### src/rtl/motoro3_pwm_gen_multi_if.sv
// Bundle between the commutation sequencer and the PWM generator.
// master = sequencer side (drives enables/config), slave = PWM generator.
interface motoro3_pwm_gen_multi_if #(
  parameter int CNT_W = 13
);
  logic             aE;
  logic             bE;
  logic             cE;
  logic             m3cntLast1;
  logic             cfgWr;
  logic [CNT_W-1:0] dutyIn;
  logic [CNT_W-1:0] periodIn;
  logic             pwm;
  logic             periodEnd;
  logic             dutyClamped;

  modport master (
    output aE, bE, cE, m3cntLast1, cfgWr, dutyIn, periodIn,
    input  pwm, periodEnd, dutyClamped
  );

  modport slave (
    input  aE, bE, cE, m3cntLast1, cfgWr, dutyIn, periodIn,
    output pwm, periodEnd, dutyClamped
  );
endinterface

### src/rtl/motoro3_pwm_gen_multi.sv
// Double-buffered PWM generator with min on/off pulse suppression; pwm is registered (1 clk after load).
// Optional soft-start ramp on duty increases: define MOTORO3_PWM_SOFTSTART_EN.
module motoro3_pwm_gen_multi #(
  parameter int CNT_W     = 13,
  parameter int MIN_ON    = 32,
  parameter int MIN_OFF   = 32,
  parameter int RAMP_STEP = 4
) (
  input  logic                       clk,
  input  logic                       nRst,
  motoro3_pwm_gen_multi_if.slave     bus
);

  typedef logic [CNT_W-1:0] cnt_t;

  localparam cnt_t MIN_ON_C  = cnt_t'(MIN_ON);
  localparam cnt_t MIN_OFF_C = cnt_t'(MIN_OFF);
  localparam cnt_t ONE       = cnt_t'(1);
  localparam cnt_t TWO       = cnt_t'(2);

  if (CNT_W < 2 || MIN_ON < 1 || MIN_OFF < 0 || RAMP_STEP < 1) begin : g_param_chk
    $error("motoro3_pwm_gen_multi: illegal parameter set");
  end

  // A zero duty is caught by the MIN_ON test, since MIN_ON >= 1.
  function automatic cnt_t clamp_duty(input cnt_t d, input cnt_t p);
    cnt_t r;
    r = d;
    if (d < MIN_ON_C)
      r = '0;
    else if ((d < p) && ((p - d) < MIN_OFF_C))
      r = p;
    return r;
  endfunction

  cnt_t cnt, p_act, d_act, sh_d, sh_p;
  logic idle_q, pwm_q, pe_q, clamped_q;

  logic idle, last, load;
  cnt_t per_in, duty_in, tgt, d_new, p_nxt, d_nxt, cnt_nxt;
  logic pwm_nxt, pe_nxt;

`ifdef MOTORO3_PWM_SOFTSTART_EN
  localparam cnt_t RAMP_C = cnt_t'(RAMP_STEP);
  cnt_t ramp;
`endif

  always_comb begin
    per_in  = (bus.periodIn < TWO) ? TWO : bus.periodIn;
    duty_in = (bus.dutyIn > per_in) ? per_in : bus.dutyIn;

    idle = !(bus.aE || bus.bE || bus.cE);
    last = (cnt == p_act - ONE);
    load = idle || last || bus.m3cntLast1;

`ifdef MOTORO3_PWM_SOFTSTART_EN
    // Ramp base is the pre-clamp target so it can grow through the MIN_ON dead zone.
    if (idle)
      tgt = '0;
    else if ((sh_d > ramp) && ((sh_d - ramp) > RAMP_C))
      tgt = ramp + RAMP_C;
    else
      tgt = sh_d;
`else
    tgt = sh_d;
`endif

    d_new = clamp_duty(tgt, sh_p);
    p_nxt = load ? sh_p  : p_act;
    d_nxt = load ? d_new : d_act;

    // First enabled cycle after idle restarts the period so it runs a full Pact.
    cnt_nxt = (load || idle_q) ? '0 : cnt + ONE;
    pwm_nxt = !idle && (cnt_nxt < d_nxt);
    pe_nxt  = !idle && (cnt_nxt == p_nxt - ONE);
  end

  always_ff @(posedge clk or negedge nRst) begin
    if (!nRst) begin
      sh_d <= '0;
      sh_p <= '1;
    end else if (bus.cfgWr) begin
      sh_d <= duty_in;
      sh_p <= per_in;
    end
  end

  always_ff @(posedge clk or negedge nRst) begin
    if (!nRst) begin
      cnt       <= '0;
      p_act     <= '1;
      d_act     <= '0;
      idle_q    <= 1'b1;
      pwm_q     <= 1'b0;
      pe_q      <= 1'b0;
      clamped_q <= 1'b0;
    end else begin
      cnt    <= cnt_nxt;
      p_act  <= p_nxt;
      d_act  <= d_nxt;
      idle_q <= idle;
      pwm_q  <= pwm_nxt;
      pe_q   <= pe_nxt;
      if (load)
        clamped_q <= (d_new != tgt);
    end
  end

`ifdef MOTORO3_PWM_SOFTSTART_EN
  always_ff @(posedge clk or negedge nRst) begin
    if (!nRst)
      ramp <= '0;
    else if (load)
      ramp <= tgt;
  end
`endif

  assign bus.pwm         = pwm_q;
  assign bus.periodEnd   = pe_q;
  assign bus.dutyClamped = clamped_q;

endmodule

### src/flat_wrapper.sv
// flat-port wrapper written by rule: the top's interface ports become plain ports
module motoro3_pwm_gen_multi_flat 
#(
  parameter int CNT_W     = 13,
  parameter int MIN_ON    = 32,
  parameter int MIN_OFF   = 32,
  parameter int RAMP_STEP = 4
)
  (clk, nRst, bus_aE, bus_bE, bus_cE, bus_m3cntLast1, bus_cfgWr, bus_dutyIn, bus_periodIn, bus_pwm, bus_periodEnd, bus_dutyClamped);
  motoro3_pwm_gen_multi_if #(.CNT_W(CNT_W)) bus_i ();
  input  logic clk;
  input  logic nRst;
  input wire logic [$bits(bus_i.aE)-1:0] bus_aE;
  input wire logic [$bits(bus_i.bE)-1:0] bus_bE;
  input wire logic [$bits(bus_i.cE)-1:0] bus_cE;
  input wire logic [$bits(bus_i.m3cntLast1)-1:0] bus_m3cntLast1;
  input wire logic [$bits(bus_i.cfgWr)-1:0] bus_cfgWr;
  input wire logic [$bits(bus_i.dutyIn)-1:0] bus_dutyIn;
  input wire logic [$bits(bus_i.periodIn)-1:0] bus_periodIn;
  output wire logic [$bits(bus_i.pwm)-1:0] bus_pwm;
  output wire logic [$bits(bus_i.periodEnd)-1:0] bus_periodEnd;
  output wire logic [$bits(bus_i.dutyClamped)-1:0] bus_dutyClamped;
  assign bus_i.aE = bus_aE;
  assign bus_i.bE = bus_bE;
  assign bus_i.cE = bus_cE;
  assign bus_i.m3cntLast1 = bus_m3cntLast1;
  assign bus_i.cfgWr = bus_cfgWr;
  assign bus_i.dutyIn = bus_dutyIn;
  assign bus_i.periodIn = bus_periodIn;
  assign bus_pwm = bus_i.pwm;
  assign bus_periodEnd = bus_i.periodEnd;
  assign bus_dutyClamped = bus_i.dutyClamped;
  motoro3_pwm_gen_multi #(.CNT_W(CNT_W), .MIN_ON(MIN_ON), .MIN_OFF(MIN_OFF), .RAMP_STEP(RAMP_STEP)) u_core (.clk(clk), .nRst(nRst), .bus(bus_i));
endmodule
### config.mk
export PLATFORM = sky130hd
export DESIGN_NAME = motoro3_pwm_gen_multi_flat
export DESIGN_NICKNAME = d
export VERILOG_FILES = /design/src/rtl/motoro3_pwm_gen_multi_if.sv /design/src/rtl/motoro3_pwm_gen_multi.sv /design/src/flat_wrapper.sv
export SDC_FILE = /design/constraint.sdc
export NUM_CORES = 1
export LEC_CHECK = 0
export BUFFER_PORTS_ARGS = -buffer_cell sky130_fd_sc_hd__buf_2
export CORE_MARGIN = 4
export CORE_UTILIZATION = 38
export DETAILED_ROUTE_END_ITERATION = 8
export GPL_TIMING_DRIVEN = 0
export PLACE_DENSITY = 0.62
export REMOVE_ABC_BUFFERS = 1
export SLEW_MARGIN = 40
export SYNTH_ARGS = -nofsm -noshare
export SYNTH_HDL_FRONTEND = slang
export SYNTH_SLANG_ARGS = --single-unit
export TNS_END_PERCENT = 1
### constraint.sdc
create_clock -name clk -period 4.7 [get_ports clk]
set_input_delay 0.235 -clock clk [delete_from_list [all_inputs] [get_ports clk]]
set_output_delay 0.235 -clock clk [all_outputs]
set_load 0.01 [all_outputs]
; ---- Word-level counts from Yosys, hierarchy flattened
; Cells that the tools add are included.
[classes]
n_addsub = 4
order_cmp = 6
eq_ne = 3
muxes = 7
n_reduce_logical = 9
[op_table]
columns = op, count
row1 = 2-to-1 mux 13 bit, 7
row2 = equality test 13 bit, 2
row3 = less-than comparator 13 bit, 2
row4 = "less-than comparator 13 x 6 -> 1 bit, second input constant", 2
row5 = "subtractor 13 x 1 -> 13 bit, second input constant", 2
row6 = "adder 13 x 1 -> 13 bit, second input constant", 1
row7 = > comparator 13 bit, 1
row8 = "less-than comparator 13 x 2 -> 1 bit, second input constant", 1
row9 = inequality test 13 bit, 1
row10 = subtractor 13 bit, 1
row11 = logical OR 1 bit, 5
row12 = logical AND 1 bit, 3
row13 = zero test 1 bit, 1
[totals]
ff_bits = 69
output_inout_bits = 3
elab_cells = 38

; ---- Longest topological paths before layout
; Gate-level depths: netlist of run 1.
[depth]
word_depth = 9
depth_mapped = 24
mapped_depth_nobuf = 21

; ---- Worst setup path before layout of run 1
; Ideal clock, no wire load.
[synth_timing]
path_kind = reg2reg
start = register u_core.sh_p[4]
end = register u_core.pwm_q (netlist: u_core.bus.pwm)
setup_ns = 0.104
arrival_ns = 4.628
required_time_ns = 4.596
slack_ns = -0.032
path_stages_with_launch = 23
path_buffers = 2
synth_period_minus_slack_ns = 4.732
path_cell_list = dfstp_2 > ha_1 > a21o_1 > a21oi_1 > nor2b_1 > o41ai_1 > a21oi_1 > or4_1 > a2111o_1 > clkbuf_1 > clkbuf_1 > mux2i_1 > nor3_1 > a21oi_1 > ha_1 > a21o_1 > a21oi_1 > nor2b_1 > o21ai_0 > nand2b_1 > a21oi_1 > o221ai_1 > a221oi_1
[synth_between]
elab_chain_len = 8
[synth_lines]
columns = element, line
row1 = "start, declared", motoro3_pwm_gen_multi.sv:36  ; cnt_t cnt, p_act, d_act, sh_d, sh_p;
row2 = "start signal, assigned", motoro3_pwm_gen_multi.sv:84  ; sh_p <= per_in;
row3 = subtractor 13 bit, motoro3_pwm_gen_multi.sv:31  ; else if ((d < p) && ((p - d) < MIN_OFF_C))
row4 = less-than comparator 13 x 6 -> 1 bit, motoro3_pwm_gen_multi.sv:31
row5 = logical AND 1 bit, motoro3_pwm_gen_multi.sv:31
row6 = 2-to-1 mux 13 bit (*), motoro3_pwm_gen_multi.sv:31
row7 = 2-to-1 mux 13 bit (*), motoro3_pwm_gen_multi.sv:29  ; if (d < MIN_ON_C)
row8 = 2-to-1 mux 13 bit (*), motoro3_pwm_gen_multi.sv:70  ; d_nxt = load ? d_new : d_act;
row9 = less-than comparator 13 bit (*), motoro3_pwm_gen_multi.sv:74  ; pwm_nxt = !idle && (cnt_nxt < d_nxt);
row10 = logical AND 1 bit (*), motoro3_pwm_gen_multi.sv:74
row11 = via u_core.pwm_nxt, motoro3_pwm_gen_multi.sv:41  ; logic pwm_nxt, pe_nxt;
row12 = "end signal, assigned", motoro3_pwm_gen_multi.sv:102  ; pwm_q <= pwm_nxt;
row13 = "end, declared", motoro3_pwm_gen_multi.sv:37  ; logic idle_q, pwm_q, pe_q, clamped_q;
; Mark *: on every way through the listed nets, which the timed path passes. The rest lies on a longest branch.
; A chain may end at the register's enable or synchronous reset.

; ---- Worst setup path in the final report of run 1
; Same ends and word-level chain as after synthesis.

==> results.toml, run 1 <==
[synthesis]
ys_ff_latch = 69
ys_warn_count = 0
synth-main-ff-cell = "dfrtp_1"
synth-edff-count = 0
yosysUniqueCellTypes = 62
syn_avg_cell_area_um2 = 8.68
synth_cells = 629
seq_area_frac_synth_pct = 32.2
ys_async_sr_fraction_pct = 100
synth_area_um2 = 5460

[floorplan]
start_util_pct = 39.0
die_area_um2 = 16400
row_count = 43
die_h_um = 128
core-area_um2 = 14000
dieWidth_um = 128
io_pins = 36

[sta]
period_needed_ns = 4.65
setup_viol = 0
worst_pin_slew_ns = 0.894
fmax_mhz = 215
finalCritPeriodShare_pct = 98.9
timing.final.ws_setup_ns = 0.0507
rsz0062_at_grt = "true"
clock_skew_ns = 0.00551
fin_setup_tns_ns = 0
slew_headroom_pct = 40.3
report.final.slew_viol_count = 0
hold_violations = 0

[worst_setup_path]
r2r_cells = 20
path_max_fanout = 4
cp-start-kind = "register"
path_class = "register to register"
arrival_ns = 4.87
cp.required_ns = 4.92
endpoint_kind = "register"

[global_route]
grt_first_pass_wirelength_mm = 24.4
globalRouteTotalUtil_pct = 18.4
globalRouteOverflowTotal = 0
grt_pass1_vias = 4910
grt_antenna_before_repair = 0
grt_max_degree = 48

[clock_network]
cts_tree = "yes"
clockBufferDepth = 2
clk_pin_slew_worst_paths_ns = 0.06
htreeDepth = 3
cts.sinks = 69
clock_latency_ns = 0.33
cts_root_buf = "clkbuf_16"
cts_buffers = 9

[routing]
drc = 0
ant_nets = 0
wl_per_cell_um = 17.5
first_pass_iters = 5
viasPerCell = 5.69
vias = 4865
wirelength_mm = 15.0
drt_iter0_drc = 399

[finish]
final_nets = 744
final_cell_mix = "nor2_1 (52), inv_1 (45), a21oi_1 (43), dfrtp_1 (41), nand2_1 (40)"
area_growth_pct = 19.6
antenna_cells = 0
drive_above_1_share_pct = 24.9
final_common_cell = "nor2_1"
post-route-util_pct = 46.7

[pwr]
power.density_nw_per_um2 = 324
ir_worst_vdd_v = 0.000132
p_leak_nw = 2.94

[status]
status = "completed"

[worst_hold_path]
hold_class = "primary input to register"
hold_depth = 2

[placed_design]
dp_slack_ns = -0.723
globalplace.congestion = 0.980
place_hpwl_mm = 11.1
io_buffers = 35

[flow_run]
maxCapViolCount = 0
## worst paths after layout
kind	slack (ns)	startpoint	endpoint
max	0.05	u_core.sh_p[4]	u_core.bus.pwm
min	0.09	bus_cE	u_core.idle_q
max reg2reg	0.05	u_core.sh_p[4]	u_core.bus.pwm
min reg2reg	0.48	u_core.d_act[5]	u_core.d_act[5]
max in group asynchronous	3.81	nRst	u_core.idle_q
min in group asynchronous	0.33	nRst	u_core.sh_d[7]
## per-stage QoR
| step | power (mW) | cell area (um2) | hold WS (ns) | cells |
|---|---|---|---|---|
| after detailed placement | 1.30 | 5780 | 0.122 | 812 |
| after floorplan | 1.12 | 5290 | -0.0606 | 591 |
| after global routing | 2.22 | 6530 | 0.0840 | 855 |
| after CTS | 2.08 | 6340 | 0.0858 | 847 |
| after global placement | 1.27 | 5690 | 0.455 | 806 |
| final | 2.11 | 6530 | 0.0948 | 855 |
## kinds of logic (layout without fill, tap and decap cells)
group | after synthesis | count (layout) | share of synthesized area [%]
AO/OA/AOI/OAI | 146 | 146 | 17.6
buffers and inverters | 84 | 130 | 6.26
adder cells (fa/ha/maj) | 41 | 41 | 9.40
multiplexers | 49 | 49 | 9.26
AND/OR/NAND/NOR | 197 | 197 | 18.4
flip-flops | 69 | 69 | 32.2
XOR/XNOR | 43 | 43 | 6.90
## worst max-delay path, cell delays in order, from the launching register on
cell	delay (ns)
dfstp_2	0.58
ha_4	0.21
a21o_1	0.19
a21oi_2	0.13
nor2b_2	0.07
o41ai_2	0.34
a21oi_1	0.13
buf_4	0.15
mux2_2	0.26
a2111o_2	0.53
buf_12	0.16
buf_4	0.13
mux2i_1	0.17
nor3_2	0.07
a21oi_1	0.18
ha_1	0.26
a21o_1	0.16
a21o_1	0.16
a21oi_1	0.27
o221ai_2	0.14
a221oi_2	0.24
## state kept, by name (all words and copies together) (netlist names)
name                    flops
u_core.sh_d                13
u_core.idle_q               1
u_core.bus.periodEnd        1
u_core.d_act               13
u_core.p_act               13
u_core.bus.dutyClamped      1
u_core.bus.pwm              1
u_core.sh_p                13
u_core.cnt                 13
## repair_timing
action / CTS / global route
hold endpoints to repair: 14 / 0
pin swaps: 5 / 17
setup buffers: 18 / 8
gates resized for setup: 18 / 28
setup endpoints to repair: 2 / 2
hold buffers: 1 / 0
## Yosys cell counts, types with 2 or more instances
cell type  count  area [um2]
dfstp_2       27         709
a211oi_1       2        15.0
nand3_1        9        45.0
o22ai_1        6        37.5
nand2b_1       3        18.8
mux2_2        12         135
mux2i_1       37         370
o2111ai_1      2        17.5
or4_1          7        52.6
o221ai_1       4        35.0
nand2_1       40         150
o32ai_1        2        17.5
dfrtp_1       42        1050
o21a_1         4        30.0
buf_2          9        45.0
o211ai_1       2        15.0
xor2_1        19         166
nand4_1       16         100
ha_1          41         513
o21ai_0       30         150
nor2b_1        5        31.3
clkbuf_1      26        97.6
nor3_1        24         120
a221oi_1       3        26.3
buf_6          2        22.5
inv_1         46         173
or2_2          3        18.8
xnor2_1       24         210
a221o_1        3        30.0
a21oi_1       47         235
a21o_1        18         135
or3_1          4        25.0
nor4_1        12        75.1
a222oi_1       2        20.0
nor2_1        54         203
and2_1         6        37.5
a31oi_1        6        37.5
and3_1         6        37.5
## layer usage
metal  wire length (um)  GRT usage, %  vias up
met1               6830          24.2     2339
met3                683          3.13       27
met2               7180          30.9      146
li1                   -             -     2353
met5                  0             0        -
met4                264          5.93        0
## final cells by class
cell class / instances / area, um2
timing repair buffer: 68 / 477
clock inverter: 7 / 98.8
clock buffer: 9 / 225
sequential: 69 / 1760
multi-input combinational: 476 / 3570
inverter: 46 / 173
tap: 180 / 225
fill: 1345 / 7460
## power breakdown
| group | total [mW] | switching (mW) | leakage (nW) | internal, mW |
|---|---|---|---|---|
| Combinational | 0.602 | 0.326 | 1.99 | 0.275 |
| Sequential | 0.775 | 0.0974 | 0.799 | 0.678 |
| Clock | 0.737 | 0.270 | 0.156 | 0.467 |
| Total | 2.11 | 0.694 | 2.94 | 1.42 |
No activity file was read; power rests on OpenSTA's default activity.
==> run 2, diff against run 1 <==
Settings changed: CORE_UTILIZATION 38 to 56, PLACE_DENSITY 0.62 to 0.84.
==> run 2 against run 1 <==
  * Final area fell by 4.8%
  * Flip-flop and latch count did not move
  * Clock power fell by 40%
  * First-iteration DRC count rose by 5.3%
  * Critical path depth did not move
  * Combinational power fell by 3.8%
  * Clock-buffer cell count rose by 1
  * Non-clock buffer count fell by 11
  * Maximum frequency fell by 0.14%
  * Worst hold slack got worse by 0.015 ns
  * Setup slack got worse by 0.0065 ns
  * Critical endpoint unchanged
  * Largest cell class unchanged
  * Highest routed layer unchanged
==> results.toml, run 2 (synthesis results as in run 1) <==
[worst_setup_path]
endpoint_kind = "register"
ff2ff_setup_slack_ns = 0.04
crit_family = "simple AND/OR/NAND/NOR gates"
cp-start-kind = "register"
path_max_fanout = 7
reg2reg_from = "u_core.sh_d[6]"
rr_endpoint = "u_core.bus.pwm"
path_buf_inv = 3
path_class = "register to register"
arrival_ns = 4.88
cp_slowest_cell = "a2111o_2"
path_cells = "inv_1, ha_1, and2_1, nand3_1, a21oi_2, o41ai_2, a21oi_1, or4_1, a2111o_2, buf_12, buf_4, mux2i_1, nor3_1, a21oi_1, ha_1, nand2_1, or3_4, nor2_2, a21boi_2, a221oi_2"
r2r_cells = 20
cp.required_ns = 4.92
critPathMaxStageDelay_ns = 0.53

[routing]
viasPerCell = 6.31
vias = 5001
drt_iter0_drc = 420
ant_nets = 0
drc = 0
wl_per_cell_um = 18.2
first_pass_iters = 5
wirelength_mm = 14.5

[finish]
area_growth_pct = 13.9
regArea_um2 = 1760
multi_input_area_um2 = 3560
final_nets = 733
fillerInstances = 789
final_common_cell = "nor2_1"
drive_above_1_share_pct = 23.3
final_cell_mix = "nor2_1 (52), inv_1 (46), a21oi_1 (41), dfrtp_1 (41), nand2_1 (40)"
antenna_cells = 0

[sta]
rsz0062_at_grt = "true"
finalCritPeriodShare_pct = 99.1
hold_violations = 0
holdWs_ns = 0.0795
slew_headroom_pct = 51.6
period_needed_ns = 4.66
fmax_mhz = 215
report.final.slew_viol_count = 0
setup_viol = 0
clock_skew_ns = 0.00885
worst_pin_slew_ns = 0.726

[floorplan]
core-area_um2 = 9370
io_pins = 36
die_h_um = 107
die_area_um2 = 11400
row_count = 35
start_util_pct = 58.3
dieWidth_um = 107

[pwr]
power.density_nw_per_um2 = 288
p_leak_nw = 2.82
switching_share_pct = 36.7
netSwitchingPower_mw = 0.657
p_int_mw = 1.13
total_power_mw = 1.79
ir_worst_vdd_v = 0.000194
seq_power_share_pct = 43.2
pwr-share-clk_pct = 24.5
p_comb_share_pct = 32.3

[global_route]
grt_antenna_before_repair = 0
grt_max_degree = 48
grt_pass1_vias = 4957
globalRouteTotalUtil_pct = 25.9
globalRouteOverflowTotal = 0
grt_first_pass_wirelength_mm = 23.8

[clock_network]
htreeDepth = 3
cts_tree = "yes"
clockBufferDepth = 2
cts_root_buf = "clkbuf_8"
clock_latency_ns = 0.35
clk_pin_slew_worst_paths_ns = 0.08
cts.sinks = 69
cts_buffers = 9

[worst_hold_path]
hold_end = "u_core.idle_q"
hold_depth = 2
hold_class = "primary input to register"
hp-start = "bus_cE"

[placed_design]
globalplace.congestion = 0.921
place_hpwl_mm = 10.6
io_buffers = 35

[flow_run]
maxCapViolCount = 0

[status]
status = "completed"
-- run 2: cell type report --
cell class | instances | area share (%)
Clock buffer | 10 | 2.21
Tap cell | 129 | 2.60
Multi-Input combinational cell | 476 | 57.2
Timing Repair Buffer | 57 | 6.26
Clock inverter | 6 | 0.624
Inverter | 46 | 2.78
Sequential cell | 69 | 28.3
-- run 2: metal layers --
layer  track usage (%)  up-vias  routed length, um
met5                 0        -                  0
met4              11.7        0                600
met3              3.67       66               1080
met2              44.9      243               6940
met1              32.0     2366               5840
li1                  -     2326                  -
-- run 2: power groups by stage --
stage	sequential, mW	clock, mW	combinational [mW]
2_1_floorplan	0.747	0	0.372
3_3_place_gp	0.779	0	0.476
3_5_place_dp	0.786	0	0.506
4_1_cts	0.766	0.440	0.543
5_1_grt	0.782	0.466	0.639
6_report	0.774	0.439	0.579
-- run 2: worst max-delay path by stage --
stage,cells past startpoint,to,from
6_report,20,u_core.bus.pwm,u_core.sh_d[6]
5_1_grt,20,u_core.bus.pwm,u_core.sh_p[0]
4_1_cts,24,u_core.bus.pwm,u_core.p_act[0]
3_5_place_dp,25,u_core.bus.pwm,u_core.p_act[0]
3_3_place_gp,17,u_core.bus.pwm,u_core.p_act[3]
2_1_floorplan,17,u_core.bus.periodEnd,u_core.p_act[3]
-- run 2: worst reg2reg max path: stages (launching register included) --
cell and delay, ns:
dfrtp_1 0.44, inv_1 0.12, ha_1 0.34, and2_1 0.19, nand3_1 0.14, a21oi_2 0.07
o41ai_2 0.27, a21oi_1 0.14, or4_1 0.40, a2111o_2 0.53, buf_12 0.18, buf_4 0.13
mux2i_1 0.12, nor3_1 0.26, a21oi_1 0.09, ha_1 0.30, nand2_1 0.06, or3_4 0.35
nor2_2 0.13, a21boi_2 0.19, a221oi_2 0.08
-- run 2: through the flow --
step,cells,cell area [um2],worst slack [ns],TNS [ns],util (%)
2_1_floorplan,591,5290,-0.804,-1.51,-
3_3_place_gp,755,5630,-2.09,-8.71,60.1
3_5_place_dp,762,5720,-0.625,-0.724,61.0
4_1_cts,790,6060,-0.0419,-0.0419,64.7
5_1_grt,793,6220,-0.201,-0.271,66.4
6_report,793,6220,0.0441,0,66.4
-- run 2: timing repair --
action | CTS | global route
endpoints found under the setup margin | 2 | 2
gates cloned | 0 | 0
hold buffers | 1 | 0
buffers inserted | 12 | 3
pin swaps | 4 | 9
resized for setup | 16 | 27
endpoints found under the hold margin | 13 | 0
